--- src/rtl/ad5628_seq_ctrl.sv ---
// AD5628 power-up/configuration sequencer: issues reset, reference-on and eight
// channel writes over an external SPI master, then scans the DG636 mux.
module ad5628_seq_ctrl #(
  parameter int GAP_CYC     = 4,
  parameter int TIMEOUT_CYC = 2048,
  parameter int DWELL_CYC   = 50
) (
  input  logic        clk_sys,
  input  logic        rst_sys,
  input  logic        start,
  output logic [2:0]  code_sel,
  input  logic [11:0] code_in,
  output logic        spi_start,
  output logic [31:0] spi_data,
  input  logic        spi_busy,
  input  logic        spi_done,
  output logic        A0,
  output logic        A1,
  output logic        wave_en,
  output logic        busy,
  output logic        cfg_done,
  output logic        err
);

  localparam int GAP_W   = (GAP_CYC > 1) ? $clog2(GAP_CYC) : 1;
  localparam int TMO_W   = (TIMEOUT_CYC > 1) ? $clog2(TIMEOUT_CYC) : 1;
  localparam int DWELL_W = (DWELL_CYC > 1) ? $clog2(DWELL_CYC) : 1;

  localparam logic [GAP_W-1:0]   GAP_LAST   = GAP_W'(GAP_CYC - 1);
  localparam logic [TMO_W-1:0]   TMO_LAST   = TMO_W'(TIMEOUT_CYC - 1);
  localparam logic [DWELL_W-1:0] DWELL_LAST = DWELL_W'(DWELL_CYC - 1);
  localparam logic [3:0]         LAST_FRAME = 4'd9;

  typedef enum logic [2:0] {
    S_IDLE,
    S_ISSUE,
    S_WAIT,
    S_GAP,
    S_SCAN,
    S_ERR
  } state_e;

  state_e               state_q;
  logic [3:0]           frame_q;
  logic [2:0]           code_sel_q;
  logic                 spi_start_q;
  logic [31:0]          spi_data_q;
  logic [1:0]           chan_q;
  logic                 wave_en_q;
  logic                 busy_q;
  logic                 cfg_done_q;
  logic                 err_q;
  logic [GAP_W-1:0]     gap_cnt_q;
  logic [TMO_W-1:0]     tmo_cnt_q;
  logic [DWELL_W-1:0]   dwell_cnt_q;

  logic                 restart_d;
  logic [3:0]           frame_dec_d;
  logic [2:0]           code_sel_d;

  // Frame f0 is a software reset, f1 turns the internal reference on, f2..f9
  // write-and-update DAC channels 0..7 with the externally supplied code.
  function automatic logic [31:0] frame_word(input logic [3:0] f, input logic [11:0] code);
    logic [3:0]  cmd;
    logic [3:0]  addr;
    logic [11:0] data;
    if (f == 4'd0) begin
      cmd  = 4'h7;
      addr = 4'h0;
      data = 12'h000;
    end else if (f == 4'd1) begin
      cmd  = 4'h8;
      addr = 4'h0;
      data = 12'h001;
    end else begin
      cmd  = 4'h3;
      addr = f - 4'd2;
      data = code;
    end
    return {4'h0, cmd, addr, data, 8'h00};
  endfunction

  assign restart_d   = start && ((state_q == S_IDLE) || (state_q == S_SCAN) || (state_q == S_ERR));
  assign frame_dec_d = frame_q - 4'd1;
  // code_sel for the frame that follows frame_q, i.e. channel (frame_q + 1) - 2
  assign code_sel_d  = (frame_q == 4'd0) ? 3'd0 : frame_dec_d[2:0];

  // Counters are only non-zero inside their own state and are zeroed on every
  // exit, so each state is always entered with its counter at zero.
  always_ff @(posedge clk_sys or negedge rst_sys) begin
    if (!rst_sys) begin
      state_q     <= S_IDLE;
      frame_q     <= 4'd0;
      code_sel_q  <= 3'd0;
      spi_start_q <= 1'b0;
      spi_data_q  <= 32'd0;
      chan_q      <= 2'd0;
      wave_en_q   <= 1'b0;
      busy_q      <= 1'b0;
      cfg_done_q  <= 1'b0;
      err_q       <= 1'b0;
      gap_cnt_q   <= '0;
      tmo_cnt_q   <= '0;
      dwell_cnt_q <= '0;
    end else begin
      spi_start_q <= 1'b0;
      if (restart_d) begin
        state_q     <= S_ISSUE;
        frame_q     <= 4'd0;
        code_sel_q  <= 3'd0;
        chan_q      <= 2'd0;
        wave_en_q   <= 1'b0;
        busy_q      <= 1'b1;
        cfg_done_q  <= 1'b0;
        err_q       <= 1'b0;
        gap_cnt_q   <= '0;
        tmo_cnt_q   <= '0;
        dwell_cnt_q <= '0;
      end else begin
        unique case (state_q)
          S_ISSUE: begin
            if (!spi_busy) begin
              spi_data_q  <= frame_word(frame_q, code_in);
              spi_start_q <= 1'b1;
              tmo_cnt_q   <= '0;
              state_q     <= S_WAIT;
            end
          end
          S_WAIT: begin
            if (spi_done) begin
              tmo_cnt_q <= '0;
              gap_cnt_q <= '0;
              state_q   <= S_GAP;
            end else if (tmo_cnt_q == TMO_LAST) begin
              tmo_cnt_q <= '0;
              err_q     <= 1'b1;
              busy_q    <= 1'b0;
              state_q   <= S_ERR;
            end else begin
              tmo_cnt_q <= tmo_cnt_q + TMO_W'(1);
            end
          end
          S_GAP: begin
            if (gap_cnt_q == GAP_LAST) begin
              gap_cnt_q <= '0;
              if (frame_q == LAST_FRAME) begin
                cfg_done_q  <= 1'b1;
                busy_q      <= 1'b0;
                wave_en_q   <= 1'b1;
                chan_q      <= 2'd0;
                dwell_cnt_q <= '0;
                state_q     <= S_SCAN;
              end else begin
                frame_q    <= frame_q + 4'd1;
                code_sel_q <= code_sel_d;
                state_q    <= S_ISSUE;
              end
            end else begin
              gap_cnt_q <= gap_cnt_q + GAP_W'(1);
            end
          end
          S_SCAN: begin
            if (dwell_cnt_q == DWELL_LAST) begin
              dwell_cnt_q <= '0;
              chan_q      <= chan_q + 2'd1;
            end else begin
              dwell_cnt_q <= dwell_cnt_q + DWELL_W'(1);
            end
          end
          default: begin
            state_q <= state_q;
          end
        endcase
      end
    end
  end

  assign code_sel  = code_sel_q;
  assign spi_start = spi_start_q;
  assign spi_data  = spi_data_q;
  assign A0        = chan_q[0];
  assign A1        = chan_q[1];
  assign wave_en   = wave_en_q;
  assign busy      = busy_q;
  assign cfg_done  = cfg_done_q;
  assign err       = err_q;

endmodule

--- config.mk ---
export PLATFORM = sky130hd
export DESIGN_NAME = ad5628_seq_ctrl
export DESIGN_NICKNAME = d
export VERILOG_FILES = /design/src/rtl/ad5628_seq_ctrl.sv
export SDC_FILE = /design/constraint.sdc
export NUM_CORES = 1
export LEC_CHECK = 0
export CORE_MARGIN = 4
export CORE_UTILIZATION = 35
export CTS_CLUSTER_DIAMETER = 40
export CTS_CLUSTER_SIZE = 8
export DETAILED_ROUTE_END_ITERATION = 8
export GPL_TIMING_DRIVEN = 0
export SLEW_MARGIN = 25
export SYNTH_ARGS = -nofsm -noshare
export SYNTH_HDL_FRONTEND = slang
export SYNTH_SLANG_ARGS = --single-unit
--- constraint.sdc ---
create_clock -name clk_sys -period 2.5 [get_ports clk_sys]
set_input_delay 0.375 -clock clk_sys [delete_from_list [all_inputs] [get_ports clk_sys]]
set_output_delay 0.375 -clock clk_sys [all_outputs]
set_load 0.005 [all_outputs]
==> flow_summary.json, run 1 <==
{
  "switchingPower_mw": 1.03,
  "dieWidth_um": 97.5,
  "ys_top_cells_by_area": "dfrtp_1 (48%), a22o_1 (6.9%), ha_1 (4.0%)",
  "synth-compound-area-share_pct": 20.4,
  "synth_warnings": 0,
  "rsz0062_at_grt": "false",
  "nets": 362,
  "grt_max_degree": 35,
  "rr_worst_depth": 7,
  "avgSynthCellArea_um2": 10.4,
  "syn-cell-area_mm2": 0.00280,
  "setup_ws_ps": 432,
  "ys_seq_elements": 54,
  "worst_hold_slack_ps": 477,
  "detail-route-antenna-nets": 0,
  "period_share_pct": 82.7,
  "final_cells": 439,
  "critPathCaptureType": "flop",
  "first_pass_iters": 4,
  "synth_edf_count": 0,
  "start_util_pct": 36.1,
  "viasPerCell": 5.03,
  "cts_inserted_buffers": 5,
  "first_iter_violations": 87,
  "finClkSkew_ps": 11.6,
  "ys_seq_area_share_pct": 48.2,
  "crit_family": "simple AND/OR/NAND/NOR gates",
  "worstSetupPathType": "reg2reg",
  "synth_top_area_share_pct": 48.2,
  "hold_viol": 0,
  "area_growth_pct": 27.6,
  "hold_path.class": "reg2reg",
  "synthArstFlopShare_pct": 100,
  "first_global_vias": 2176,
  "diodes": 0,
  "drt-total-wl_um": 6000,
  "postCtsSetupBuffers": 0,
  "drc": 0,
  "grt_pass1_wl_um": 10300,
  "p_leak_nw": 1.70,
  "synth-simple-area-share_pct": 17.1,
  "cp_cell_sequence": "inv_1, ha_1, and3b_1, and3_1, clkbuf_1, nor2_1, a211o_1",
  "io_pins": 59,
  "worstSkewPairLatency_ps": 310,
  "crit_required_ps": 2700,
  "cts.sink_count": 54,
  "relSlewSlack_pct": 59.0,
  "synth_top_area_cell": "dfrtp_1",
  "setup_viol": 0,
  "critPathBufInv": 2,
  "p_int_mw": 2.06,
  "path_clk_slew_ps": 100,
  "seq_power_share_pct": 39.7,
  "ys.flop_type": "dfrtp_1",
  "tritoncts": "done",
  "synth_top_family_by_area": "compound AO/OA/AOI/OAI gates",
  "grt_antenna_before_repair": 0,
  "critPathLaunchType": "flop",
  "tightest_slew_ps": 606,
  "cp_slowest_stage_delay_ps": 410,
  "die_h_um": 97.5,
  "cpMaxStageDelayCell": "dfrtp_1",
  "ir_drop_v": 0.000353,
  "place_inst": 430,
  "wl_per_cell_um": 13.7,
  "netlist_instances": 270,
  "grt_overflow": 0,
  "cts_resized": 0,
  "ctsHoldBuffers": 1,
  "crit_cells": 7,
  "hpwlAfterDp_um": 4470,
  "num_vias": 2207,
  "status": "finished clean",
  "layout.cells.most_common": "dfrtp_1",
  "io_buffers": 46,
  "crit_arrival_ps": 2260,
  "root_buffer": "clkbuf_8",
  "cap_violations": 0,
  "final_cell_mix": "dfrtp_1 (54), clkdlybuf4s50_1 (45), a22o_1 (22)",
  "drive_gt1_share_pct": 10.7,
  "power.share.combinational_pct": 40.8,
  "num_rows": 32,
  "p_sw_share_pct": 33.2,
  "setup_tns_ps": 0,
  "htreeDepth": 2,
  "cp_max_fo": 7,
  "synth.area.mux_share_pct": 2.23,
  "power.total_mw": 3.09,
  "clkPwrFrac_pct": 19.4,
  "period_minus_slack_ps": 2070,
  "core_mm2": 0.00777,
  "slew_viol_final": 0,
  "die_area_mm2": 0.00950,
  "min_path_cells": 1,
  "post-place-ws_ps": 139,
  "clock.fmax_mhz": 483,
  "synthAdderAreaFrac_pct": 4.02,
  "clockBufferDepth": 2,
  "yosysUniqueCellTypes": 54,
  "gp_congestion": 0.856,
  "synth_xor_area_share_pct": 0.938,
  "gr-usage-all-layers_pct": 12.9,
  "p_per_area_mw_per_mm2": 865
}
==> logic make-up after synthesis <==
kind of cell,after synthesis
simple gates,89
compound gates,73
flops,54
buf+inv,35
fa+ha+maj,9
mux,6
xor+xnor,3
other cells,1
==> power by group through the flow <==
stage               clock [mW]  combinational [mW]  sequential (mW)
floorplan                    0               0.759             1.23
global placement             0                1.26             1.24
detailed placement           0                1.27             1.25
CTS                      0.627                1.28             1.23
global route             0.661                1.41             1.26
finish                   0.601                1.26             1.23
==> flip-flops by register name, summed over array words and instances (netlist names) <==
signal and cells:
err 1, spi_data 19, gap_cnt_q 2, dwell_cnt_q 6
tmo_cnt_q 11, spi_start 1, busy 1, frame_q 4
code_sel 3, cfg_done 1, chan_q 2, state_q 3
==> final timing paths <==
check,from,end,slack (ps)
setup / recovery,frame_q[1],dwell_cnt_q[3],430
hold / removal,tmo_cnt_q[6],tmo_cnt_q[6],480
setup reg to reg,frame_q[1],dwell_cnt_q[3],430
hold reg to reg,tmo_cnt_q[6],tmo_cnt_q[6],480
min in group asynchronous,rst_sys,frame_q[1],490
max in group asynchronous,rst_sys,dwell_cnt_q[4],1550
==> synth_stat cells, types with 5 or more instances <==
cell       n
buf_4     14
dfrtp_1   54
nor3_1     8
nand2_1   21
a21o_1     6
clkbuf_1   6
ha_1       9
a21oi_1    5
o21ai_0   11
a22o_1    22
nor2_1    17
inv_1      9
and3_1     9
nand3_1    9
==> worst register-to-register path, cell delays in order, from the launching register on <==
cell	delay, ps
dfrtp_1	410
inv_1	150
ha_1	260
and3b_1	220
and3_1	160
clkbuf_1	270
nor2_1	180
a211o_1	320
==> cell type report <==
class,instances,area [um2]
Sequential cell,54,1350
Clock inverter,3,47.5
Inverter,9,33.8
Fill cell,734,4190
Tap cell,102,128
Multi-Input combinational cell,192,1300
Clock buffer,5,68.8
Buffer,26,163
Timing Repair Buffer,48,488
==> through the flow <==
step                      util (%)  cell area (um2)
final                         46.0             3580
after global routing          46.0             3580
after CTS                     46.0             3580
after detailed placement      44.4             3450
after global placement        44.2             3430
after floorplan                  -             2840
==> routing by layer <==
metal	vias to the layer above	routed length, um	track usage (%)
li1	1096	-	-
met1	1054	2890	16.6
met2	53	2760	21.7
met3	4	293	2.94
met4	0	58	3.51
met5	-	0	0
No activity file was read; power rests on OpenSTA's default activity.
==> run 2: changes to the inputs <==
==> constraint.sdc (replaced) <==
create_clock -name clk_sys -period 1.95 [get_ports clk_sys]
set_input_delay 0.2925 -clock clk_sys [delete_from_list [all_inputs] [get_ports clk_sys]]
set_output_delay 0.2925 -clock clk_sys [all_outputs]
set_load 0.005 [all_outputs]
==> run 2 against run 1 <==
Against the previous run:
- flip-flop and latch count stayed put
- sequential power is 28% higher
- first-iteration DRC count is 25% lower
- highest routed layer unchanged
==> flow_summary.json, run 2 (synthesized netlist as in run 1, its figures left out) <==
{
  "cpMaxStageDelayCell": "or4b_4",
  "placed_area_mm2": 0.00345,
  "start_util_pct": 36.1,
  "fin_util_pct": 46.8,
  "first_pass_iters": 4,
  "r2r_end": "tmo_cnt_q[3]",
  "ir_drop_v": 0.000466,
  "io_pins": 59,
  "p_int_mw": 2.69,
  "cts.sink_count": 54,
  "num_rows": 32,
  "gr-usage-all-layers_pct": 13.1,
  "clockBufferDepth": 2,
  "seq_power_share_pct": 39.2,
  "gp_congestion": 0.856,
  "cap_violations": 0,
  "nets": 361,
  "finClkSkew_ps": 12.4,
  "period_share_pct": 96.6,
  "crit_arrival_ps": 2080,
  "hpwlAfterDp_um": 4470,
  "clock.fmax_mhz": 531,
  "viasPerCell": 5.08,
  "hold_viol": 0,
  "diodes": 0,
  "cts_inserted_buffers": 5,
  "grt_antenna_before_repair": 0,
  "crit_family": "buffers and inverters",
  "first_iter_violations": 65,
  "wl_per_cell_um": 13.9,
  "power.share.combinational_pct": 41.8,
  "first_global_vias": 2215,
  "switchingPower_mw": 1.34,
  "tightest_slew_ps": 569,
  "htreeDepth": 2,
  "layout.cells.most_common": "dfrtp_1",
  "path_clk_slew_ps": 100,
  "slew_viol_final": 0,
  "core_mm2": 0.00777,
  "cp_slowest_stage_delay_ps": 500,
  "relSlewSlack_pct": 61.6,
  "crit_required_ps": 2150,
  "status": "finished clean",
  "period_minus_slack_ps": 1880,
  "cp_max_fo": 7,
  "cp_cell_sequence": "clkdlybuf4s50_1, or4b_4, buf_6, o21a_4, and2_4, buf_6, a221o_1",
  "die_area_mm2": 0.00950,
  "worstSetupPathType": "in2reg",
  "area_growth_pct": 29.6,
  "tritoncts": "done",
  "busiest_layer": "met2",
  "path_common_cell": "buf_6",
  "worstSkewPairLatency_ps": 310,
  "hold_path.class": "in2async",
  "p_leak_nw": 1.72,
  "worstReg2RegStart": "state_q[1]",
  "die_h_um": 97.5,
  "grt_util_met1_pct": 16.7,
  "grt_pass1_wl_um": 10400,
  "setup_viol": 0,
  "detail-route-antenna-nets": 0,
  "rsz0062_at_grt": "true",
  "drive_gt1_share_pct": 14.0,
  "root_buffer": "clkbuf_8",
  "io_buffers": 46,
  "rr_worst_depth": 6,
  "grt_overflow": 0,
  "grt_max_degree": 35,
  "largest_reg_flops": 19,
  "dieWidth_um": 97.5,
  "critPathLaunchType": "primary input",
  "drc": 0,
  "critPathCaptureType": "flop",
  "p_sw_share_pct": 33.3,
  "p_per_area_mw_per_mm2": 1110,
  "drt-total-wl_um": 6100,
  "grt_use_met2_pct": 22.1,
  "use_met3_pct": 3.59,
  "num_vias": 2224,
  "final_cell_mix": "dfrtp_1 (54), clkdlybuf4s50_1 (45), a22o_1 (22)",
  "critPathBufInv": 3,
  "r2r_slack_ps": 70,
  "clkPwrFrac_pct": 19.1,
  "final_area_mm2": 0.00363,
  "nFillCells": 730,
  "power.total_mw": 4.03
}
run 2: changes by cell type in the layout (fill, tap and decap cells not counted), sizes merged:
cell	previous run	this run
a31oi	4	5
clkbuf	11	9
run 2: worst max path at each step:
stage / start / to / slack, ps / cells past startpoint
floorplan: state_q[1] / tmo_cnt_q[3] / 130 / 6
global placement: rst_sys / dwell_cnt_q[3] / -1120 / 1
detailed placement: spi_busy / tmo_cnt_q[3] / -330 / 7
CTS: tmo_cnt_q[0] / state_q[1] / 3 / 5
global route: frame_q[1] / dwell_cnt_q[3] / -8 / 6
finish: spi_busy / tmo_cnt_q[3] / 70 / 7
run 2: worst register-to-register path, stage by stage (launching register included):
cell and delay (ps):
dfrtp_1 390, or4b_4 530, buf_6 150, o21a_4 130
and2_4 140, buf_6 120, a221o_1 300
run 2: layout make-up:
class,instances,area (um2),share of cell area (%)
Sequential cell,54,1350,37.2
Multi-Input combinational cell,193,1350,37.1
Timing Repair Buffer,49,495,13.6
Buffer,23,161,4.44
Tap cell,102,128,3.51
Clock buffer,5,68.8,1.89
Clock inverter,3,47.5,1.31
Inverter,9,33.8,0.930
run 2: what timing repair did:
item / CTS / global route
setup buffers: 0 / 1
hold endpoints to repair: 20 / 0
gates cloned: 1 / 0
hold buffers: 1 / 0
resized for setup: 3 / 13
pin swaps: 0 / 2
endpoints found under the setup margin: 12 / 21
run 2: power groups by stage:
stage / registers, mW / logic [mW] / clock network [mW]
floorplan: 1.58 / 0.973 / 0
global placement: 1.59 / 1.61 / 0
detailed placement: 1.60 / 1.63 / 0
CTS: 1.58 / 1.65 / 0.803
global route: 1.62 / 1.87 / 0.851
finish: 1.58 / 1.68 / 0.768
run 2: through the flow:
stage	worst slack [ps]	hold WS [ps]	std cells	setup TNS [ps]
floorplan	132	-3.09	281	0
global placement	-1120	456	429	-66980
detailed placement	-329	201	430	-6510
CTS	2.81	410	438	0
global route	-7.89	421	438	-7.89
finish	65.9	417	438	0
run 2: layer usage:
metal	vias to the layer above	part of all wire, %
li1	1099	-
met1	1072	48
met2	51	47
met3	2	4.7
met4	0	0.62
met5	-	0
